### config.mk
export PLATFORM = sky130hd
export DESIGN_NAME = ucc_counter_reg8
export DESIGN_NICKNAME = d
export VERILOG_FILES = /design/src/rtl/ucc_counter_reg8.sv
export SDC_FILE = /design/constraint.sdc
export NUM_CORES = 1
export LEC_CHECK = 0
export CELL_PAD_IN_SITES_DETAIL_PLACEMENT = 0
export CELL_PAD_IN_SITES_GLOBAL_PLACEMENT = 1
export CORE_ASPECT_RATIO = 1.75
export CORE_MARGIN = 10
export CORE_UTILIZATION = 33
export DETAILED_ROUTE_END_ITERATION = 12
export PLACE_DENSITY_LB_ADDON = 0.3
export SLEW_MARGIN = 20
export SYNTH_ARGS = -nofsm -noshare
export SYNTH_HDL_FRONTEND = slang
export SYNTH_SLANG_ARGS = --single-unit
### constraint.sdc
create_clock -name clk -period 2.6 [get_ports clk]
set_clock_uncertainty 0.2 [all_clocks]
set_input_delay 0.78 -clock clk [delete_from_list [all_inputs] [get_ports clk]]
set_output_delay 0.78 -clock clk [all_outputs]
set_load 0.02 [all_outputs]
### src/rtl/ucc_counter_reg8.sv
// Registered universal counter/register: hold, load, count up, count down, chainable via cin/cout.
// Define UCC_SATURATE_EN to make the stage saturate at its limits instead of wrapping.
module ucc_counter_reg8 #(
   parameter int unsigned         WIDTH       = 8,
   parameter logic [WIDTH-1:0]    RESET_VALUE = '0
) (
   input  logic             clk,
   input  logic             rstn,
   input  logic             cin,
   input  logic [WIDTH-1:0] pin,
   input  logic [1:0]       min,
   output logic [WIDTH-1:0] fout,
   output logic             cout,
   output logic [1:0]       mout,
   output logic             tc
);

   localparam logic [1:0] ModeHold = 2'b00;
   localparam logic [1:0] ModeLoad = 2'b01;
   localparam logic [1:0] ModeUp   = 2'b10;
   localparam logic [1:0] ModeDown = 2'b11;

   logic [WIDTH-1:0] fout_q, fout_d;
   logic             tc_q, tc_d;
   logic             is_max, is_zero;
   logic             step_up, step_down;
   logic             at_limit;

   assign is_max    = &fout_q;
   assign is_zero   = ~|fout_q;
   assign step_up   = cin && (min == ModeUp);
   assign step_down = cin && (min == ModeDown);
   // A step that would cross the all-ones/zero boundary.
   assign at_limit  = (step_up && is_max) || (step_down && is_zero);

   always_comb begin
      fout_d = fout_q;
      tc_d   = 1'b0;
      unique case (min)
         ModeHold: fout_d = fout_q;
         ModeLoad: fout_d = pin;
         ModeUp: begin
            if (cin) begin
`ifdef UCC_SATURATE_EN
               if (!is_max) fout_d = fout_q + WIDTH'(1);
`else
               fout_d = fout_q + WIDTH'(1);
`endif
            end
         end
         ModeDown: begin
            if (cin) begin
`ifdef UCC_SATURATE_EN
               if (!is_zero) fout_d = fout_q - WIDTH'(1);
`else
               fout_d = fout_q - WIDTH'(1);
`endif
            end
         end
      endcase
      if (at_limit) tc_d = 1'b1;
   end

   always_ff @(posedge clk) begin
      if (!rstn) begin
         fout_q <= RESET_VALUE;
         tc_q   <= 1'b0;
      end else begin
         fout_q <= fout_d;
         tc_q   <= tc_d;
      end
   end

`ifdef UCC_SATURATE_EN
   assign cout = 1'b0;
`else
   assign cout = at_limit;
`endif
   assign mout = min;
   assign fout = fout_q;
   assign tc   = tc_q;

endmodule

; Word-level counts from Yosys, hierarchy flattened
; Cells that the tools add are included.
[classes]
addsub = 2
eq_ne = 5
n_mux = 4
bitwise = 1
n_reduce_logical = 10
[ops]
columns = cell, count
row1 = 8-bit one-hot mux with 3 select lines, 1
row2 = 8-bit two-way mux, 2
row3 = 8-bit by 1-bit adder with 8-bit output (second input constant), 1
row4 = 8-bit AND reduction, 1
row5 = 8-bit OR reduction, 1
row6 = 8-bit by 1-bit subtractor with 8-bit output (second input constant), 1
row7 = 2-bit == test (second input constant), 2
row8 = 1-bit logical AND, 4
row9 = 2-bit inequality test (second input constant), 2
row10 = 3-bit AND reduction, 1
row11 = 2-bit by 1-bit == test with 1-bit output (second input constant), 1
row12 = 2-bit zero test, 1
row13 = 1-bit zero test, 1
row14 = 1-bit logical OR, 1
row15 = 1-bit two-way mux, 1
row16 = 1-bit inverter, 1
[totals]
register_bits = 9
in_bits = 13
out_inout_bits = 12
elab_cells = 24

; Depth between registers and ports, before layout
; Gate-level depths: netlist of the first run.
[logic_depth]
depth_word = 5
mapped_depth = 8

; Worst setup path before layout of the first run
; Ideal clock, no wire load.
[synth_timing]
kind = register to output
startpoint = register fout_q[1] (netlist: fout[1])
endpoint = output port cout
arrival_time_ps = 1725
required_ps = 1620
slack_ps = -105
path_stages_with_launch = 6
cell_sequence = dfxtp_1 buf_6 or4_4 nor4_4 mux2i_1 nor2_1
[synth_via]
elab_chain_len = 4
elab_cells_between_ends = 6
classes_between = 6 x reduce/logical
[synth_lines]
columns = item, line
row1 = start: declaration, 23  ; logic [WIDTH-1:0] fout_q, fout_d;
row2 = start signal: assignment, 69  ; fout_q <= fout_d;
row3 = 8-bit OR reduction, 30  ; assign is_zero = ~|fout_q;
row4 = 1-bit zero test, 30
row5 = 1-bit logical AND, 34  ; assign at_limit = (step_up && is_max) || (step_down && is_zero);
row6 = 1-bit logical OR *, 34
row7 = end: declaration, 13  ; output logic cout,
; Mark *: on every way between the ends. The rest lies on a longest branch, timed or not.

; Worst setup path in the final report of the first run
; Ends and elaborated chain as after synthesis.

==> results of run 1 <==
==> layer usage <==
layer	GRT usage	vias up	wire [um]
met5	0	-	0
met4	0.07511	0	139
met3	0.03367	15	153
met2	0.2010	32	1475
met1	0.1103	462	1055
li1	-	490	-
==> sequential cells by signal, indices dropped and copies added, names as in the netlist <==
register  flops
fout          8
tc            1
==> repair_timing <==
| action | CTS | global route |
|---|---|---|
| resized for setup | 21 | 1 |
| pin swaps | 3 | 1 |
| buffers inserted | 0 | 1 |
| setup endpoints to repair | 6 | 1 |
| hold endpoints to repair | 0 | 0 |
==> cell families (layout without fill, tap and decap cells) <==
| group | after synthesis | after routing | share of synthesized area |
|---|---|---|---|
| simple gates | 47 | 47 | 0.3348 |
| compound gates | 30 | 30 | 0.2598 |
| buf+inv | 13 | 54 | 0.1036 |
| flops | 9 | 9 | 0.2162 |
| mux | 4 | 4 | 0.04955 |
| xor+xnor | 2 | 2 | 0.02102 |
| fa+ha+maj | 1 | 1 | 0.01501 |
==> metrics by stage <==
step                hold WS, ns   TNS, ns  cell area, um^2
floorplan                0.4008  -0.01439            837.1
finish                   0.3548   -0.1713             1267
global placement         0.3369    -3.351             1204
detailed placement       0.3375    -3.394             1204
CTS                      0.3487   -0.2318             1256
global route             0.4145   -0.2397             1267
==> report_power, final <==
group	switching [mW]	internal (mW)	leakage [nW]
registers	0.0119	0.151	0.0745
clock network	0.0602	0.107	0.0228
logic	0.113	0.123	0.403
==> critical path: cells and delay by family, from the launching register on <==
kind | cells | cell delay [ns]
flip-flops | 1 | 0.32
AND/OR/NAND/NOR | 3 | 0.97
multiplexers | 1 | 0.14
buffers and inverters | 1 | 0.12
==> area by class of cell <==
type	count	area, um^2
clock buffer	4	45.04
fill	259	1195
inverter	2	7.507
multi-input combinational	84	578.1
sequential	9	181.4
tap	26	32.53
timing repair buffer	48	422.9
==> layout by cell type (no fill, tap or decap), types with 3 or more instances in the layout <==
| cell | n |
|---|---|
| clkdlybuf4s50_1 | 19 |
| nand2_1 | 10 |
| o221ai_1 | 3 |
| buf_4 | 23 |
| nor3_1 | 5 |
| nand2b_1 | 4 |
| clkbuf_8 | 3 |
| dfxtp_1 | 8 |
| a221oi_1 | 3 |
| a31oi_1 | 3 |
| a21oi_1 | 6 |
| nand4b_1 | 3 |
| nor2_1 | 8 |
==> worst paths after layout <==
path,startpoint,endpoint,slack [ns],cells after the start
worst min-delay path,fout[7]$_SDFFE_PN0P_,fout[7]$_SDFFE_PN0P_,0.35,2
worst max register to register,fout[1]$_SDFFE_PN0P_,fout[7]$_SDFFE_PN0P_,0.60,5
worst max-delay path,fout[1]$_SDFFE_PN0P_,cout,-0.17,5
worst min register to register,fout[7]$_SDFFE_PN0P_,fout[7]$_SDFFE_PN0P_,0.35,2
==> results.cfg, run 1 <==
[grt]
overflow = 0
grt_pass1_wl_um = 4712
antenna_found_initial = 0
grt_max_degree = 16
track_usage = 0.1143
grt_pass1_vias = 1031

[die]
fp.dieW_um = 57.99
start_util = 0.3384
core_area_um2 = 2462
io_pins = 25
die_area_um2 = 5014
row_count = 24
fp.dieH_um = 86.48

[timing]
slew_viol_final = 0
hold_viol = 0
finalSetupViolations = 1
fin_crit_sh = 1.066
tightest_slew_ns = 0.3420
layout_setup_ws_ns = -0.1713
fin_crit_ns = 2.771
max_slew_margin = 0.7703
rsz0062_at_grt = yes
fmax_mhz = 360.8

[route]
dr_total_vias = 999
vias_per_cell = 5.775
first_iter_violations = 26
firstDrtPassIters = 4
routedWlPerCell_um = 16.32
ant_nets = 0
wl_um = 2823
route.detailed.drc = 0

[power]
power_density_nw_per_um2 = 446.8
p_leak_nw = 0.4998
power_uw = 566.3
peakVddDrop_mv = 0.4427

[placed_design]
port_buffers = 24
preCtsSetupSlack_ns = -1.108
hpwl_um = 2258
gp_congestion = 0.8718
dp_cells = 168

[synthesis]
yosysMostFrequentCell = nand2_1
dominantRegCellSynth = dfxtp_1
yosys.area.top_type = dfxtp_1
synthTopCellsByArea = dfxtp_1, nand2_1, nor2_1, a21oi_1, mux2i_1
synth_cells = 106
synth_area_um2 = 833.3
syn_nets = 120
netlist.area_leader.share = 0.2162
yosys_register_bits = 9
synth_edf_count = 0
synth_commonest_cells = nand2_1, dfxtp_1, nor2_1
avgSynthCellArea_um2 = 7.861
synthArstFlopShare = 0
ys_warn_count = 0
synth_seq_area_share = 0.2162
synth_cell_types = 48

[hold_path]
hold_class = reg -> reg

[clock_tree]
worst_skew_pair.late_latency_ns = 0.24
cts_root_buf = clkbuf_8
clock_path_buffers = 2
holdBufCountCts = 0
clk_transition_reported_paths_ns = 0.05
cts_tree = done
cts_num_sinks = 9
cts_inserted_buffers = 3
htreeDepth = 1

[worst_setup_path]
crit_path_end_kind = primary output
criticalPathCategory = reg -> out
worstPathCellList = or4_4 > nor4_4 > mux2i_2 > nor2_2 > buf_6
cp_slowest_stage_delay_ns = 0.55
worstSetupStartpointType = flip-flop
slowest_stage = or4_4
path_max_fanout = 2
cp.arrival_ns = 1.79
required_ns = 1.62

[finish]
final_core_util = 0.5147
syn_to_final_growth_pct = 52.10
drive_above_1_share = 0.2789
nets = 162
num_antenna_cells = 0
stdcell_count = 173

[flow_run]
drv_cap = 0

[run_status]
violations = negative setup slack
status = finished, violations left
Power figures use the tool's default switching activity.
==> run 2: changes to the inputs <==
- CORE_MARGIN: 10 -> 4
==> run 2 against run 1 <==
  * The run still ends with negative setup slack left
  * Setup slack better by 0.054 ns
  * Power up 0.44%
  * Final area up 0.79%
  * Sequential share of layout area down 0.11 points
  * Non-clock buffer count unchanged
  * Register-to-register slack worse by 0.21 ns
  * Combinational power up 2%
  * Clock power about the same
  * Sequential power about the same
  * First-iteration DRC count up 110%
==> results.cfg, run 2 (synthesis results as in run 1) <==
[run_status]
status = finished, violations left
violations = negative setup slack

[clock_tree]
cts_inserted_buffers = 3
cts_root_buf = clkbuf_8
htreeDepth = 1
clk_transition_reported_paths_ns = 0.05
cts_tree = done
worst_skew_pair.late_latency_ns = 0.23
cts_num_sinks = 9
clock_path_buffers = 2

[placed_design]
dpl-instance-area_um2 = 1195
hpwl_um = 2094
gp_congestion = 0.8898
port_buffers = 24
dp_cells = 166

[finish]
final_cell_mix = buf_4, clkdlybuf4s50_1, nand2_1, nor2_1, dfxtp_1
stdcell_area_um2 = 1277
syn_to_final_growth_pct = 53.30
seq_area_um2 = 181.4
largest_reg_flops = 8
num_antenna_cells = 0
drive_above_1_share = 0.2857
stdcell_count = 172
final_core_util = 0.5414
multi_input_area_um2 = 585.6
final_common_cell = buf_4
n_fill_cell = 231
nets = 162

[hold_path]
whs_path_depth = 2
hp-start = fout[7]$_SDFFE_PN0P_
hold_class = reg -> reg
min_to = fout[7]$_SDFFE_PN0P_

[die]
fp.dieH_um = 74.48
start_util = 0.3531
core_area_um2 = 2360
die_area_um2 = 3425
row_count = 23
io_pins = 25
fp.dieW_um = 45.99

[worst_setup_path]
required_ns = 1.62
rr_worst_depth = 7
path_max_fanout = 2
r2r-start = fout[2]$_SDFFE_PN0P_
criticalPathCategory = reg -> out
worstSetupStartpointType = flip-flop
rrSetupSlack_ns = 0.39
worstReg2RegEnd = fout[7]$_SDFFE_PN0P_
crit_path_end_kind = primary output
cp.arrival_ns = 1.74
startpoint = fout[2]$_SDFFE_PN0P_

[flow_run]
drv_cap = 0

[grt]
overflow = 0
track_usage = 0.1818
grt_max_degree = 12
grt_pass1_wl_um = 4595
antenna_found_initial = 0
grt_pass1_vias = 1046

[timing]
fin_crit_sh = 1.045
slew_viol_final = 0
hold_viol = 0
fin_crit_ns = 2.717
finalSetupViolations = 1
layout_setup_ws_ns = -0.1173
tightest_slew_ns = 0.3673
fmax_mhz = 368.0
max_slew_margin = 0.7532
rsz0062_at_grt = yes
fin_setup_tns_ns = -0.1173

[route]
dr_total_vias = 1016
ant_nets = 0
vias_per_cell = 5.907
first_iter_violations = 54
firstDrtPassIters = 4
route.detailed.drc = 0
routedWlPerCell_um = 16.04
wl_um = 2759

[power]
peakVddDrop_mv = 0.3114
power_density_nw_per_um2 = 445.2
p_leak_nw = 0.5054
run 2: critical path, cell delays in order, from the launching register on:
cell	delay, ns
dfxtp_1	0.32
or4_4	0.55
nor4_4	0.26
mux2i_2	0.13
nor2_2	0.11
buf_6	0.12
run 2: timing repair:
| action | 4_1_cts | 5_1_grt |
|---|---|---|
| endpoints found under the hold margin | 0 | 0 |
| pin swaps | 2 | 3 |
| setup buffers | 1 | 1 |
| setup endpoints to repair | 6 | 3 |
| hold buffers | 0 | 0 |
| gates resized for setup | 18 | 4 |
run 2: layer usage:
metal,global-route usage,wire length (um)
met5,0,0
met4,0.07911,94
met3,0.03632,157
met2,0.3037,1439
met1,0.2170,1067
run 2: cell type report:
cell class,count,share of cell area
repair buffers,48,0.3340
multi-input cells,84,0.4584
well taps,25,0.02449
inverters,2,0.005877
flip-flops and latches,9,0.1420
clock buffers,4,0.03526
run 2: worst max path at each step:
stage                       to  cells past startpoint
after floorplan           cout                      5
after global placement    cout                      6
after detailed placement  cout                      6
after CTS                 cout                      6
after global routing      cout                      5
final                     cout                      5
run 2: power breakdown:
group / leakage [nW] / switching (mW) / internal, mW / total (mW)
logic: 0.408 / 0.116 / 0.125 / 0.241
registers: 0.0745 / 0.0114 / 0.151 / 0.162
clock network: 0.0228 / 0.0580 / 0.107 / 0.165
total: 0.505 / 0.186 / 0.383 / 0.569
run 2: through the flow:
| stage | setup WS, ns | hold WS, ns | total power, mW |
|---|---|---|---|
| after floorplan | -0.01439 | 0.4008 | 0.2977 |
| after global placement | -1.064 | 0.3351 | 0.3916 |
| after detailed placement | -1.084 | 0.3422 | 0.3945 |
| after CTS | -0.1823 | 0.3558 | 0.5655 |
| after global routing | -0.1969 | 0.3985 | 0.6018 |
| final | -0.1173 | 0.3681 | 0.5688 |
==> run 3: changes to the inputs <==
- HOLD_SLACK_MARGIN: not set -> 0.08
==> results of run 3 <==
No change in the layout: final DEF, timing and power equal those of run 2.
